===== src/rtl/compute_result_accumulator.sv =====
// compute_result_accumulator: per-lane saturating accumulation of the packed
// three-lane result stream, one packed RAM write per completed group.
//   clk, reset           : clock, synchronous active-high reset
//   start, len, groups,
//   base_addr            : command strobe and parameters (sampled in IDLE)
//   in_valid, in_data    : 27-bit result stream, lane k in [9k+8:9k]
//   in_ready             : high while accumulating
//   wr_en, wr_addr,
//   wr_data, wr_ready    : RAM write request held until accepted
//   busy, done, ovf      : status, end-of-command pulse, sticky saturation
module compute_result_accumulator #(
  parameter int ACC_W  = 12,
  parameter int ADDR_W = 8
) (
  input  logic                  clk,
  input  logic                  reset,
  input  logic                  start,
  input  logic [7:0]            len,
  input  logic [7:0]            groups,
  input  logic [ADDR_W-1:0]     base_addr,
  input  logic                  in_valid,
  input  logic [26:0]           in_data,
  output logic                  in_ready,
  output logic                  wr_en,
  output logic [ADDR_W-1:0]     wr_addr,
  output logic [3*ACC_W-1:0]    wr_data,
  input  logic                  wr_ready,
  output logic                  busy,
  output logic                  done,
  output logic                  ovf
);
  typedef enum logic [1:0] {IDLE, ACCUM, WRITE, DONE} state_t;
  state_t              state_q;
  logic [7:0]          len_q, groups_q, gcnt_q, ecnt_q;
  logic [ADDR_W-1:0]   base_q;
  logic [ACC_W-1:0]    acc_q [3];
  logic [ACC_W-1:0]    acc_d [3];
  logic [ACC_W:0]      sum_d [3];
  logic [2:0]          sat_d;
  logic                ovf_q;
  // One extra bit of headroom per lane: its carry flags saturation.
  always_comb begin
    for (int k = 0; k < 3; k++) begin
      sum_d[k] = {1'b0, acc_q[k]} + (ACC_W+1)'(in_data[9*k +: 9]);
      sat_d[k] = sum_d[k][ACC_W];
      acc_d[k] = sat_d[k] ? '1 : sum_d[k][ACC_W-1:0];
    end
  end
  always_ff @(posedge clk) begin
    if (reset) begin
      state_q  <= IDLE;
      len_q    <= '0;
      groups_q <= '0;
      base_q   <= '0;
      gcnt_q   <= '0;
      ecnt_q   <= '0;
      ovf_q    <= 1'b0;
      for (int k = 0; k < 3; k++) acc_q[k] <= '0;
    end else begin
      case (state_q)
        IDLE: if (start) begin
          len_q    <= len;
          groups_q <= groups;
          base_q   <= base_addr;
          gcnt_q   <= '0;
          ecnt_q   <= '0;
          ovf_q    <= 1'b0;
          for (int k = 0; k < 3; k++) acc_q[k] <= '0;
          state_q  <= (len == 8'd0 || groups == 8'd0) ? DONE : ACCUM;
        end
        ACCUM: if (in_valid) begin
          for (int k = 0; k < 3; k++) acc_q[k] <= acc_d[k];
          ovf_q  <= ovf_q | (|sat_d);
          ecnt_q <= ecnt_q + 8'd1;
          if (ecnt_q == len_q - 8'd1) state_q <= WRITE;
        end
        WRITE: if (wr_ready) begin
          for (int k = 0; k < 3; k++) acc_q[k] <= '0;
          ecnt_q  <= '0;
          gcnt_q  <= gcnt_q + 8'd1;
          state_q <= (gcnt_q == groups_q - 8'd1) ? DONE : ACCUM;
        end
        default: state_q <= IDLE;
      endcase
    end
  end
  assign in_ready = state_q == ACCUM;
  assign wr_en    = state_q == WRITE;
  assign busy     = state_q != IDLE;
  assign done     = state_q == DONE;
  assign ovf      = ovf_q;
  assign wr_addr  = base_q + ADDR_W'(gcnt_q);
  assign wr_data  = {acc_q[2], acc_q[1], acc_q[0]};
endmodule

===== config.mk =====
export PLATFORM = sky130hd
export DESIGN_NAME = compute_result_accumulator
export DESIGN_NICKNAME = d
export VERILOG_FILES = /design/src/rtl/compute_result_accumulator.sv
export SDC_FILE = /design/constraint.sdc
export NUM_CORES = 1
export LEC_CHECK = 0
export ABC_AREA = 1
export ABC_CLOCK_PERIOD_IN_PS = 3500
export CORE_ASPECT_RATIO = 0.7
export CORE_UTILIZATION = 30
export CTS_CLUSTER_DIAMETER = 120
export DETAILED_ROUTE_END_ITERATION = 7
export DONT_BUFFER_PORTS = 1
export PLACE_DENSITY_LB_ADDON = 0.2
export SYNTH_ARGS = -nofsm -noshare
export SYNTH_HDL_FRONTEND = slang
export SYNTH_SLANG_ARGS = --single-unit
export TNS_END_PERCENT = 10

===== constraint.sdc =====
create_clock -name clk -period 3.5 [get_ports clk]
set_clock_uncertainty 0.1 [all_clocks]
set_input_delay 0.7 -clock clk [delete_from_list [all_inputs] [get_ports clk]]
set_output_delay 0.7 -clock clk [all_outputs]
set_load 0.05 [all_outputs]

==> results.sh <==
export IMPL_status="finished clean"
export IMPL_ys_seq_area_frac=0.367
export IMPL_cp_end_kind="output pin"
export IMPL_finalSetupViolCount=0
export IMPL_worstSkewPairLatency_ns=0.34
export IMPL_worstSetupPathType="flip-flop to output pin"
export IMPL_synth_ff_type="dfxtp_1"
export IMPL_cts_hold_buffers_added=0
export IMPL_clk_path_buf_depth=2
export IMPL_synth_nets=790
export IMPL_grt_pass1_wl_mm=21.6
export IMPL_ys_types=43
export IMPL_slew_viol_final=0
export IMPL_async_flop_share=0
export IMPL_clock_sinks=79
export IMPL_die_h_um=113
export IMPL_wl_per_cell_um=14.3
export IMPL_postRouteAntennaNets=0
export IMPL_ir_drop_v=0.000298
export IMPL_fin_hold_ws_ns=0.339
export IMPL_drive_gt1_frac=0.0695
export IMPL_io_buffers=0
export IMPL_io_pins=105
export IMPL_drc_errors=0
export IMPL_synth_edf_count=36
export IMPL_slew_headroom=0.561
export IMPL_tritoncts="done"
export IMPL_fin_nets=798
export IMPL_wirelength_mm=13.4
export IMPL_grt_max_degree=38
export IMPL_cts_repair_resized=0
export IMPL_critPathRequiredTime_ns=2.70
export IMPL_htreeDepth=3
export IMPL_cp_arrival_ns=2.36
export IMPL_netlist_area_leader_share=0.204
export IMPL_num_antenna_cells=0
export IMPL_utilization=0.342
export IMPL_worst_slew_pin_slew_ns=0.658
export IMPL_vias_per_cell=4.81
export IMPL_gp_congestion=0.835
export IMPL_grt_pass1_vias=4194
export IMPL_synth_top_area_cell="edfxtp_1"
export IMPL_hold_path_class="primary input to flip-flop"
export IMPL_rsz0062_at_grt="no"
export IMPL_fin_tns_setup_ns=0
export IMPL_vias=4503
export IMPL_final_cell_mix="134 x nand2_1, 84 x nor2_1, 78 x inv_1, 65 x a21oi_1, 49 x o21ai_0"
export IMPL_netlist_instances=692
export IMPL_gr_total_overflow=0
export IMPL_hold_viol=0
export IMPL_antenna_found_initial=0
export IMPL_cts_inserted_buffers=9
export IMPL_syn2layout_area_growth_pct=11.4
export IMPL_finalPower_w=0.00497
export IMPL_drv_cap=0
export IMPL_grt_usage=0.152
export IMPL_die_x_um=161
export IMPL_post_cts_buffers=0
export IMPL_syn_area_sq_um=5290
export IMPL_drt_pass1_iter_count=4
export IMPL_path_clk_slew_ns=0.06
export IMPL_syn_area_per_cell_sq_um=7.64
export IMPL_die_area_sq_um=18200
export IMPL_cp_max_fo=5
export IMPL_finalCritPeriodShare=0.902
export IMPL_ys_top_cells_by_area="edfxtp_1 20%, dfxtp_1 16%, nand2_1 9.5%"
export IMPL_dp_hpwl_mm=10.4
export IMPL_final_common_cell="nand2_1"
export IMPL_leakagePower_nw=2.68
export IMPL_synth_seq_cells=79
export IMPL_drtIter0Drc=330
export IMPL_core_area_sq_um=17200
export IMPL_cp_start_kind="flip-flop"
export IMPL_clock_fmax_ghz=0.317
export IMPL_fin_crit_ns=3.16
export IMPL_initial_core_util=0.307
export IMPL_cts_root_buf="clkbuf_16"
export IMPL_power_density_nw_per_um2=844
export IMPL_rows=40
export IMPL_ys_warn_count=0
-- power breakdown --
| group | internal [W] | leakage, nW | switching (W) | total, W |
|---|---|---|---|---|
| Combinational | 0.000687 | 1.78 | 0.00134 | 0.00202 |
| Clock | 0.000548 | 0.152 | 0.000401 | 0.000949 |
| Sequential | 0.00127 | 0.748 | 0.000733 | 0.00200 |
| Total | 0.00250 | 2.68 | 0.00247 | 0.00497 |
-- worst max-delay path, cell delays in order (launching register included) --
cell	delay, ns
dfxtp_1	0.39
ha_1	0.19
inv_1	0.05
fa_1	0.39
o21ai_0	0.29
a21oi_1	0.11
o21ai_0	0.20
xor2_1	0.18
buf_4	0.22
-- state kept, by name, indices dropped and copies added, names as in the netlist --
name and count:
acc_q 36, len_q 8, state_q 2, groups_q 8
ecnt_q 8, gcnt_q 8, base_q 8, ovf 1
-- cell usage after synthesis (4+ instances only) --
library cell  count
nand2_1         134
nor2_1           84
inv_1            78
a21oi_1          65
o21ai_0          49
dfxtp_1          43
nand3_1          39
ha_1             38
edfxtp_1         36
xor2_1           22
xnor2_1          16
nor3_1            7
nand4_1           6
a21boi_0          5
and3_1            5
buf_2             5
clkbuf_1          5
a211oi_1          4
fa_1              4
inv_2             4
nor4_1            4
-- logic make-up after synthesis --
family          synth area share
xor+xnor                  0.0629
compound gates             0.139
flops                      0.367
buf+inv                   0.0719
simple gates               0.254
fa+ha+maj                  0.105
-- final timing paths --
| check | start | to | slack, ns | depth (start not counted) |
|---|---|---|---|---|
| worst max-delay path | gcnt_q[0] | wr_addr[6] | 0.34 | 8 |
| worst min-delay path | reset | gcnt_q[1] | 0.34 | 1 |
| worst max register to register | acc_q[0][12] | acc_q[0][23] | 0.68 | 11 |
| worst min register to register | base_q[3] | base_q[3] | 0.39 | 2 |
-- through the flow --
stage,worst slack [ns],cells,instance area [sq um]
floorplan,0.435,692,5290
global placement,0.688,920,5590
detailed placement,0.674,920,5590
CTS,0.308,936,5890
global route,0.147,936,5890
finish,0.343,936,5890
-- layer usage --
metal | GRT usage | wire, um
met1 | 0.216 | 6950
met2 | 0.220 | 5380
met3 | 0.0455 | 961
met5 | 0 | 0
met4 | 0.0415 | 143
-- final cells by class --
cell class / count / area, sq um
Clock buffer: 11 / 264
Clock inverter: 5 / 37.5
Fill cell: 1823 / 11300
Inverter: 83 / 314
Multi-Input combinational cell: 518 / 2970
Sequential cell: 79 / 1940
Tap cell: 231 / 289
Timing Repair Buffer: 9 / 80.1
(Power assumes the default switching activity.)
